File: src/rtl/scoreboard_hazard_if.sv
// ----------------------------------------------------------------------------
// scoreboard_hazard_if
//   Groups the ID-stage request and pipeline-control response of the hazard
//   scoreboard into one bundle.
//
//   Parameters
//     ADDR_W : register address width
//     LAT_W  : latency field width
//
//   Signals (the _i/_o suffixes are named from the scoreboard's side)
//     ID_Valid_i            ID holds a real instruction
//     ID_Rs1_i / ID_Rs2_i   source register addresses
//     ID_Use1_i / ID_Use2_i the corresponding source is actually read
//     ID_Rd_i               destination register
//     ID_RegWrite_i         ID instruction writes ID_Rd_i
//     ID_Lat_i              cycles after issue until the result is forwardable
//     Flush_i               kill the instructions in EX and ID this cycle
//     PCWrite_o             PC may advance
//     Stall_o               hold IF/ID
//     NoOp_o                insert a bubble into ID/EX
//
//   Modports
//     master : the ID stage / pipeline control that drives the request
//     slave  : the scoreboard itself
// ----------------------------------------------------------------------------
interface scoreboard_hazard_if #(
  parameter int ADDR_W = 5,
  parameter int LAT_W  = 3
);

  logic              ID_Valid_i;
  logic [ADDR_W-1:0] ID_Rs1_i;
  logic [ADDR_W-1:0] ID_Rs2_i;
  logic              ID_Use1_i;
  logic              ID_Use2_i;
  logic [ADDR_W-1:0] ID_Rd_i;
  logic              ID_RegWrite_i;
  logic [LAT_W-1:0]  ID_Lat_i;
  logic              Flush_i;

  logic              PCWrite_o;
  logic              Stall_o;
  logic              NoOp_o;

  modport master (
    output ID_Valid_i,
    output ID_Rs1_i,
    output ID_Rs2_i,
    output ID_Use1_i,
    output ID_Use2_i,
    output ID_Rd_i,
    output ID_RegWrite_i,
    output ID_Lat_i,
    output Flush_i,
    input  PCWrite_o,
    input  Stall_o,
    input  NoOp_o
  );

  modport slave (
    input  ID_Valid_i,
    input  ID_Rs1_i,
    input  ID_Rs2_i,
    input  ID_Use1_i,
    input  ID_Use2_i,
    input  ID_Rd_i,
    input  ID_RegWrite_i,
    input  ID_Lat_i,
    input  Flush_i,
    output PCWrite_o,
    output Stall_o,
    output NoOp_o
  );

endinterface

File: src/rtl/scoreboard_hazard.sv
// ----------------------------------------------------------------------------
// scoreboard_hazard
//   Per-register latency scoreboard for the in-order pipeline. Every tracked
//   register carries a countdown of cycles until its pending result can be
//   forwarded. An ID instruction stalls while any source it reads is still
//   counting (RAW), or while an older, slower write to its destination would
//   complete after it (WAW). A flush of EX undoes the counter that the EX
//   instruction set when it issued.
//
//   Parameters
//     ADDR_W : register address width (NUM_REGS = 2**ADDR_W, x0 never tracked)
//     LAT_W  : latency field width (max latency 2**LAT_W-1)
//     Both must match the parameters of the connected interface instance.
//
//   Ports
//     clk_i       clock, rising edge
//     rst_i       asynchronous, active-low reset
//     sb          scoreboard_hazard_if.slave (ID request, pipeline control)
//     PerfClr_i   synchronous clear of the stall counter      (perf build)
//     StallCnt_o  free-running count of stall cycles, 32 bit  (perf build)
//
//   Build option
//     SCOREBOARD_PERF_EN : when defined, adds PerfClr_i / StallCnt_o and the
//                          stall-cycle counter. Hazard behaviour is the same
//                          in both builds.
// ----------------------------------------------------------------------------
module scoreboard_hazard #(
  parameter int ADDR_W = 5,
  parameter int LAT_W  = 3
) (
  input  logic               clk_i,
  input  logic               rst_i,
  scoreboard_hazard_if.slave sb
`ifdef SCOREBOARD_PERF_EN
  ,
  input  logic               PerfClr_i,
  output logic [31:0]        StallCnt_o
`endif
);

  localparam int NUM_REGS = 2 ** ADDR_W;

  // Countdown that never wraps below zero.
  function automatic logic [LAT_W-1:0] sat_dec(input logic [LAT_W-1:0] v);
    return (v == '0) ? '0 : v - LAT_W'(1);
  endfunction

  // --------------------------------------------------------------------------
  // State
  //   cnt_q[r]  : cycles until register r becomes forwardable (entry 0 stays 0)
  //   ex_*_q    : what the instruction now in EX did to the scoreboard, so a
  //               flush can put its destination counter back
  // --------------------------------------------------------------------------
  logic [NUM_REGS-1:0][LAT_W-1:0] cnt_q, cnt_d;
  logic                           ex_v_q, ex_v_d;
  logic [ADDR_W-1:0]              ex_rd_q, ex_rd_d;
  logic [LAT_W-1:0]               ex_prev_q, ex_prev_d;

  // --------------------------------------------------------------------------
  // Hazard detection, purely combinational from the current counters
  // --------------------------------------------------------------------------
  logic             raw1, raw2, waw;
  logic             stall, issue, track, restore;
  logic [LAT_W-1:0] rd_cnt;

  assign rd_cnt = cnt_q[sb.ID_Rd_i];

  assign raw1 = sb.ID_Use1_i && (sb.ID_Rs1_i != '0) && (cnt_q[sb.ID_Rs1_i] != '0);
  assign raw2 = sb.ID_Use2_i && (sb.ID_Rs2_i != '0) && (cnt_q[sb.ID_Rs2_i] != '0);

  // A younger write may only issue once it cannot finish ahead of the older
  // one, i.e. the pending count is no larger than its own latency.
  assign waw  = sb.ID_RegWrite_i && (sb.ID_Rd_i != '0) && (rd_cnt > sb.ID_Lat_i);

  // A flush forces the stall low: the pipeline supplies its own bubble for
  // the killed ID slot, and nothing issues.
  assign stall   = sb.ID_Valid_i && !sb.Flush_i && (raw1 || raw2 || waw);
  assign issue   = sb.ID_Valid_i && !stall && !sb.Flush_i;

  // Only non-zero-latency writes to a real register occupy a counter.
  assign track   = issue && sb.ID_RegWrite_i && (sb.ID_Rd_i != '0) && (sb.ID_Lat_i != '0);
  assign restore = sb.Flush_i && ex_v_q;

  assign sb.Stall_o   = stall;
  assign sb.NoOp_o    = stall;
  assign sb.PCWrite_o = !stall;

  // --------------------------------------------------------------------------
  // Next-state: flush restore > issue set > decrement
  // --------------------------------------------------------------------------
  always_comb begin
    // NOTE: every combinational output gets a default before any branch, so
    // no path leaves it unassigned and no latch is inferred.
    cnt_d = '0;
    for (int r = 1; r < NUM_REGS; r++) begin
      cnt_d[r] = sat_dec(cnt_q[r]);
      if (track && (sb.ID_Rd_i == ADDR_W'(r))) begin
        cnt_d[r] = sb.ID_Lat_i;
      end
      // ex_prev_q already holds the value one cycle after the EX issue;
      // one more cycle has passed by the time the flush takes effect.
      if (restore && (ex_rd_q == ADDR_W'(r))) begin
        cnt_d[r] = sat_dec(ex_prev_q);
      end
    end
  end

  // Shadow of the instruction moving into EX: the counter value its
  // destination would have had without it.
  assign ex_v_d    = track;
  assign ex_rd_d   = sb.ID_Rd_i;
  assign ex_prev_d = sat_dec(rd_cnt);

  // --------------------------------------------------------------------------
  // Registers
  // --------------------------------------------------------------------------
  // NOTE: the counter array is a bank of flops, not a RAM macro, so resetting
  // every entry is cheap and required for the all-idle reset state.
  always_ff @(posedge clk_i or negedge rst_i) begin
    if (!rst_i) begin
      cnt_q     <= '0;
      ex_v_q    <= 1'b0;
      ex_rd_q   <= '0;
      ex_prev_q <= '0;
    end else begin
      // NOTE: sequential state uses non-blocking assignments so every flop
      // samples the pre-edge values regardless of statement order.
      cnt_q     <= cnt_d;
      ex_v_q    <= ex_v_d;
      ex_rd_q   <= ex_rd_d;
      ex_prev_q <= ex_prev_d;
    end
  end

`ifdef SCOREBOARD_PERF_EN
  // --------------------------------------------------------------------------
  // Stall-cycle counter; clear takes precedence over increment, wraps at 2^32
  // --------------------------------------------------------------------------
  logic [31:0] stall_cnt_q, stall_cnt_d;

  always_comb begin
    stall_cnt_d = stall_cnt_q;
    if (PerfClr_i) begin
      stall_cnt_d = '0;
    end else if (stall) begin
      stall_cnt_d = stall_cnt_q + 32'd1;
    end
  end

  always_ff @(posedge clk_i or negedge rst_i) begin
    if (!rst_i) begin
      stall_cnt_q <= '0;
    end else begin
      stall_cnt_q <= stall_cnt_d;
    end
  end

  assign StallCnt_o = stall_cnt_q;
`endif

endmodule

File: src/flat_wrapper.sv
// flat-port wrapper written by rule: the top's interface ports become plain ports
module scoreboard_hazard_flat 
#(
  parameter int ADDR_W = 5,
  parameter int LAT_W  = 3
)
  (clk_i, rst_i, sb_ID_Valid_i, sb_ID_Rs1_i, sb_ID_Rs2_i, sb_ID_Use1_i, sb_ID_Use2_i, sb_ID_Rd_i, sb_ID_RegWrite_i, sb_ID_Lat_i, sb_Flush_i, sb_PCWrite_o, sb_Stall_o, sb_NoOp_o);
  scoreboard_hazard_if #(.ADDR_W(ADDR_W), .LAT_W(LAT_W)) sb_i ();
  input  logic clk_i;
  input  logic rst_i;
  input wire logic [$bits(sb_i.ID_Valid_i)-1:0] sb_ID_Valid_i;
  input wire logic [$bits(sb_i.ID_Rs1_i)-1:0] sb_ID_Rs1_i;
  input wire logic [$bits(sb_i.ID_Rs2_i)-1:0] sb_ID_Rs2_i;
  input wire logic [$bits(sb_i.ID_Use1_i)-1:0] sb_ID_Use1_i;
  input wire logic [$bits(sb_i.ID_Use2_i)-1:0] sb_ID_Use2_i;
  input wire logic [$bits(sb_i.ID_Rd_i)-1:0] sb_ID_Rd_i;
  input wire logic [$bits(sb_i.ID_RegWrite_i)-1:0] sb_ID_RegWrite_i;
  input wire logic [$bits(sb_i.ID_Lat_i)-1:0] sb_ID_Lat_i;
  input wire logic [$bits(sb_i.Flush_i)-1:0] sb_Flush_i;
  output wire logic [$bits(sb_i.PCWrite_o)-1:0] sb_PCWrite_o;
  output wire logic [$bits(sb_i.Stall_o)-1:0] sb_Stall_o;
  output wire logic [$bits(sb_i.NoOp_o)-1:0] sb_NoOp_o;
  assign sb_i.ID_Valid_i = sb_ID_Valid_i;
  assign sb_i.ID_Rs1_i = sb_ID_Rs1_i;
  assign sb_i.ID_Rs2_i = sb_ID_Rs2_i;
  assign sb_i.ID_Use1_i = sb_ID_Use1_i;
  assign sb_i.ID_Use2_i = sb_ID_Use2_i;
  assign sb_i.ID_Rd_i = sb_ID_Rd_i;
  assign sb_i.ID_RegWrite_i = sb_ID_RegWrite_i;
  assign sb_i.ID_Lat_i = sb_ID_Lat_i;
  assign sb_i.Flush_i = sb_Flush_i;
  assign sb_PCWrite_o = sb_i.PCWrite_o;
  assign sb_Stall_o = sb_i.Stall_o;
  assign sb_NoOp_o = sb_i.NoOp_o;
  scoreboard_hazard #(.ADDR_W(ADDR_W), .LAT_W(LAT_W)) u_core (.clk_i(clk_i), .rst_i(rst_i), .sb(sb_i));
endmodule
File: config.mk
export PLATFORM = sky130hd
export DESIGN_NAME = scoreboard_hazard_flat
export DESIGN_NICKNAME = d
export VERILOG_FILES = /design/src/rtl/scoreboard_hazard_if.sv /design/src/rtl/scoreboard_hazard.sv /design/src/flat_wrapper.sv
export SDC_FILE = /design/constraint.sdc
export NUM_CORES = 1
export LEC_CHECK = 0
export BUFFER_PORTS_ARGS = -buffer_cell sky130_fd_sc_hd__buf_2
export CAP_MARGIN = 20
export CORE_UTILIZATION = 40
export CTS_CLUSTER_DIAMETER = 80
export DETAILED_ROUTE_END_ITERATION = 10
export PLACE_DENSITY = 0.64
export SLEW_MARGIN = 20
export SYNTH_ARGS = -nofsm -noshare
export SYNTH_HDL_FRONTEND = slang
export SYNTH_SLANG_ARGS = --single-unit
File: constraint.sdc
create_clock -name clk_i -period 5.25 [get_ports clk_i]
set_clock_uncertainty 0.15 [all_clocks]
set_input_delay 0 -clock clk_i [delete_from_list [all_inputs] [get_ports clk_i]]
set_output_delay 0 -clock clk_i [all_outputs]
set_load 0.01 [all_outputs]
==> impl_metrics.py <==
metrics = {
    "run_status": {
        "status": "completed",
    },
    "worst_setup_path": {
        "crit_required_ns": 5.33,
        "end_kind": "flop",
        "crit_type": "flop to flop",
        "critPathLaunchType": "flop",
        "worstPathMaxFanout": 36,
        "cp_data_arrival_time_ns": 4.42,
    },
    "floorplanning": {
        "die_y_um": 152,
        "std_cell_rows": 54,
        "die_area_um2": 23100,
        "start_util": 0.409,
        "die_w_um": 152,
        "ioPinCount": 28,
        "fp.coreArea_um2": 22000,
    },
    "synth": {
        "synthArstFlopShare": 1.00,
        "synth-seq-cells": 102,
        "synth_edf_count": 0,
        "syn_area_um2": 8990,
        "ys_types": 48,
        "syn_area_per_cell_um2": 7.91,
        "seq_area_frac_synth": 0.284,
        "syn_inst": 1137,
        "ys.flop_type": "dfrtp_1",
        "synth_nets": 1231,
        "yosysWarnings": 0,
    },
    "global_route": {
        "grt.met1_usage": 0.383,
        "grtUsageMet3": 0.0428,
        "grt_max_degree": 81,
        "use_met2": 0.419,
        "antenna_found_initial": 1,
        "grt_pass1_wl_um": 49100,
        "grt_pass1_vias": 8246,
        "grtUsageTotal": 0.275,
        "grt_overflow": 0,
        "busiest_layer": "met2",
    },
    "finish": {
        "final_cell_mix": "161 x nor2_1, 102 x dfrtp_1, 81 x nand2_1",
        "final_nets": 1205,
        "diodes": 0,
        "num-fill-cells": 2170,
        "area_growth_pct": 7.22,
        "layout_commonest_cell": "nor2_1",
        "final_layout_size_suffix_gt1_frac": 0.0905,
    },
    "timing": {
        "rsz0062_at_grt": "no",
        "final-setup-viol-count": 0,
        "fmax_ghz": 0.230,
        "tightest_slew_ns": 1.22,
        "hold_ws_ns": 0.0186,
        "final.setup.tns_ns": 0,
        "fin_crit_sh": 0.827,
        "min_period_ns": 4.34,
        "relSlewSlack": 0.188,
        "hold_viol": 0,
        "slew_viol_final": 0,
    },
    "route": {
        "wl_per_cell_um": 22.6,
        "first_pass_iters": 5,
        "viasPerCell": 6.50,
        "first_iter_violations": 1121,
        "postRouteAntennaNets": 0,
        "drc": 0,
        "drt-total-wl_um": 31600,
        "dr_total_vias": 9080,
    },
    "placement": {
        "hpwl_um": 21000,
        "gp_congestion": 0.943,
        "port_buffers": 27,
    },
    "clocking": {
        "cts.sinks": 102,
        "cts_resized": 0,
        "cts_buffers": 9,
        "cts_tree": "built",
        "clock_path_buffers": 2,
        "root_buffer": "clkbuf_16",
        "clkLatencyLatePin_ns": 0.36,
        "htree_levels": 3,
        "path_clk_slew_ns": 0.07,
        "post_cts_buffers": 0,
    },
    "hold_path": {
        "hold_class": "input pin to flop",
    },
    "pwr": {
        "p_leak_uw": 0.00424,
        "power.density_nw_per_um2": 246,
        "irDropWorstVdd_mv": 0.178,
    },
    "job": {
        "maxCapViolCount": 0,
    },
}
-- cells in the mapped netlist, drive strengths merged (2+ instances only) --
cell type	number	area share
nor2	162	0.068
dfrtp	102	0.28
nand2	81	0.034
nand3	79	0.044
inv	76	0.032
ha	69	0.096
o21ai	66	0.037
a31oi	61	0.043
nor3	60	0.033
clkbuf	56	0.023
nor4	43	0.032
o211ai	36	0.030
a21oi	34	0.019
buf	27	0.016
mux4	27	0.068
and4	24	0.023
nor4b	23	0.023
or4	17	0.014
or4b	11	0.012
a211oi	8	0.0067
a311oi	8	0.0078
or3	8	0.0056
nor2b	7	0.0049
or2	7	0.0049
nand2b	6	0.0042
nand4	5	0.0035
a2111oi	4	0.0039
and2	4	0.0028
mux2i	4	0.0045
a22o	3	0.0029
nand3b	3	0.0025
o2111ai	3	0.0029
o31ai	3	0.0025
a221oi	2	0.0019
mux2	2	0.0025
-- final timing paths --
path / from / endpoint / depth (start not counted) / slack, ns
worst max-delay path: u_core.cnt_q[61]$_DFF_PN0_ / u_core.cnt_q[62]$_DFF_PN0_ / 12 / 0.91
worst min-delay path: sb_ID_Rd_i[0] / u_core.ex_rd_q[0]$_DFF_PN0_ / 2 / 0.02
worst max register to register: u_core.cnt_q[61]$_DFF_PN0_ / u_core.cnt_q[62]$_DFF_PN0_ / 12 / 0.91
worst min register to register: u_core.cnt_q[9]$_DFF_PN0_ / u_core.cnt_q[9]$_DFF_PN0_ / 3 / 0.51
max in group asynchronous: rst_i / u_core.cnt_q[94]$_DFF_PN0_ / 3 / 3.70
min in group asynchronous: rst_i / u_core.cnt_q[28]$_DFF_PN0_ / 2 / 0.18
-- state kept, by name, indices dropped and copies added (netlist names) --
signal and count:
u_core.ex_prev_q 3, u_core.ex_rd_q 5, u_core.cnt_q 93, u_core.ex_v_q 1
-- power breakdown --
part	switching [µW]	internal [µW]	leakage, µW
Sequential	113	850	0.00140
Combinational	447	226	0.00269
Clock	321	411	0.000153
Total	881	1490	0.00424
-- layer usage --
layer	wire length (µm)	part of all wire	up-vias
met3	2730	0.086	81
met5	13	0.00041	-
met4	1160	0.037	2
met2	14100	0.45	462
met1	13600	0.43	4423
li1	-	-	4112
-- layout make-up --
type                            instances  area [µm²]  share of cell area
Clock buffer                           14         274              0.0284
Clock inverter                          2        38.8             0.00402
Inverter                               76         285              0.0296
Multi-Input combinational cell        876        5830               0.605
Sequential cell                       102        2550               0.265
Tap cell                              280         350              0.0363
Timing Repair Buffer                   46         308              0.0319
-- what timing repair did --
| item | 4_1_cts | 5_1_grt |
|---|---|---|
| setup endpoints to repair | 0 | 0 |
| endpoints found under the hold margin | 70 | 0 |
| hold buffers | 3 | 0 |
-- worst max-delay path, cell delays in order, from the launching register on --
cell and delay [ns]:
dfrtp_1 0.49, mux4_2 0.54, mux4_2 0.48, mux2i_1 0.23, inv_1 0.07, ha_1 0.30
a21o_1 0.16, a21oi_1 0.13, a311oi_1 0.09, or4_2 0.88, buf_4 0.33, o21ai_0 0.22
a31oi_1 0.11
-- per-stage QoR --
| stage | total power (µW) | std cells | setup WS (ns) | utilization | area, µm² |
|---|---|---|---|---|---|
| detailed placement | 1630 | 1376 | 0.698 | 0.422 | 9280 |
| global route | 2480 | 1396 | 0.714 | 0.439 | 9640 |
| finish | 2370 | 1396 | 0.908 | 0.439 | 9640 |
| global placement | 1620 | 1376 | 0.742 | 0.422 | 9280 |
| floorplan | 1400 | 1137 | 1.42 | - | 8990 |
| CTS | 2360 | 1395 | 0.950 | 0.438 | 9620 |
-- cell families (layout without fill, tap and decap cells) --
kind of cell | count (synthesis) | in the layout | share of synthesized area
mux | 33 | 33 | 0.0746
fa+ha+maj | 69 | 69 | 0.0960
compound gates | 234 | 234 | 0.163
flops | 102 | 102 | 0.284
simple gates | 540 | 540 | 0.312
buf+inv | 159 | 138 | 0.0707
Power figures use the tool's default switching activity.
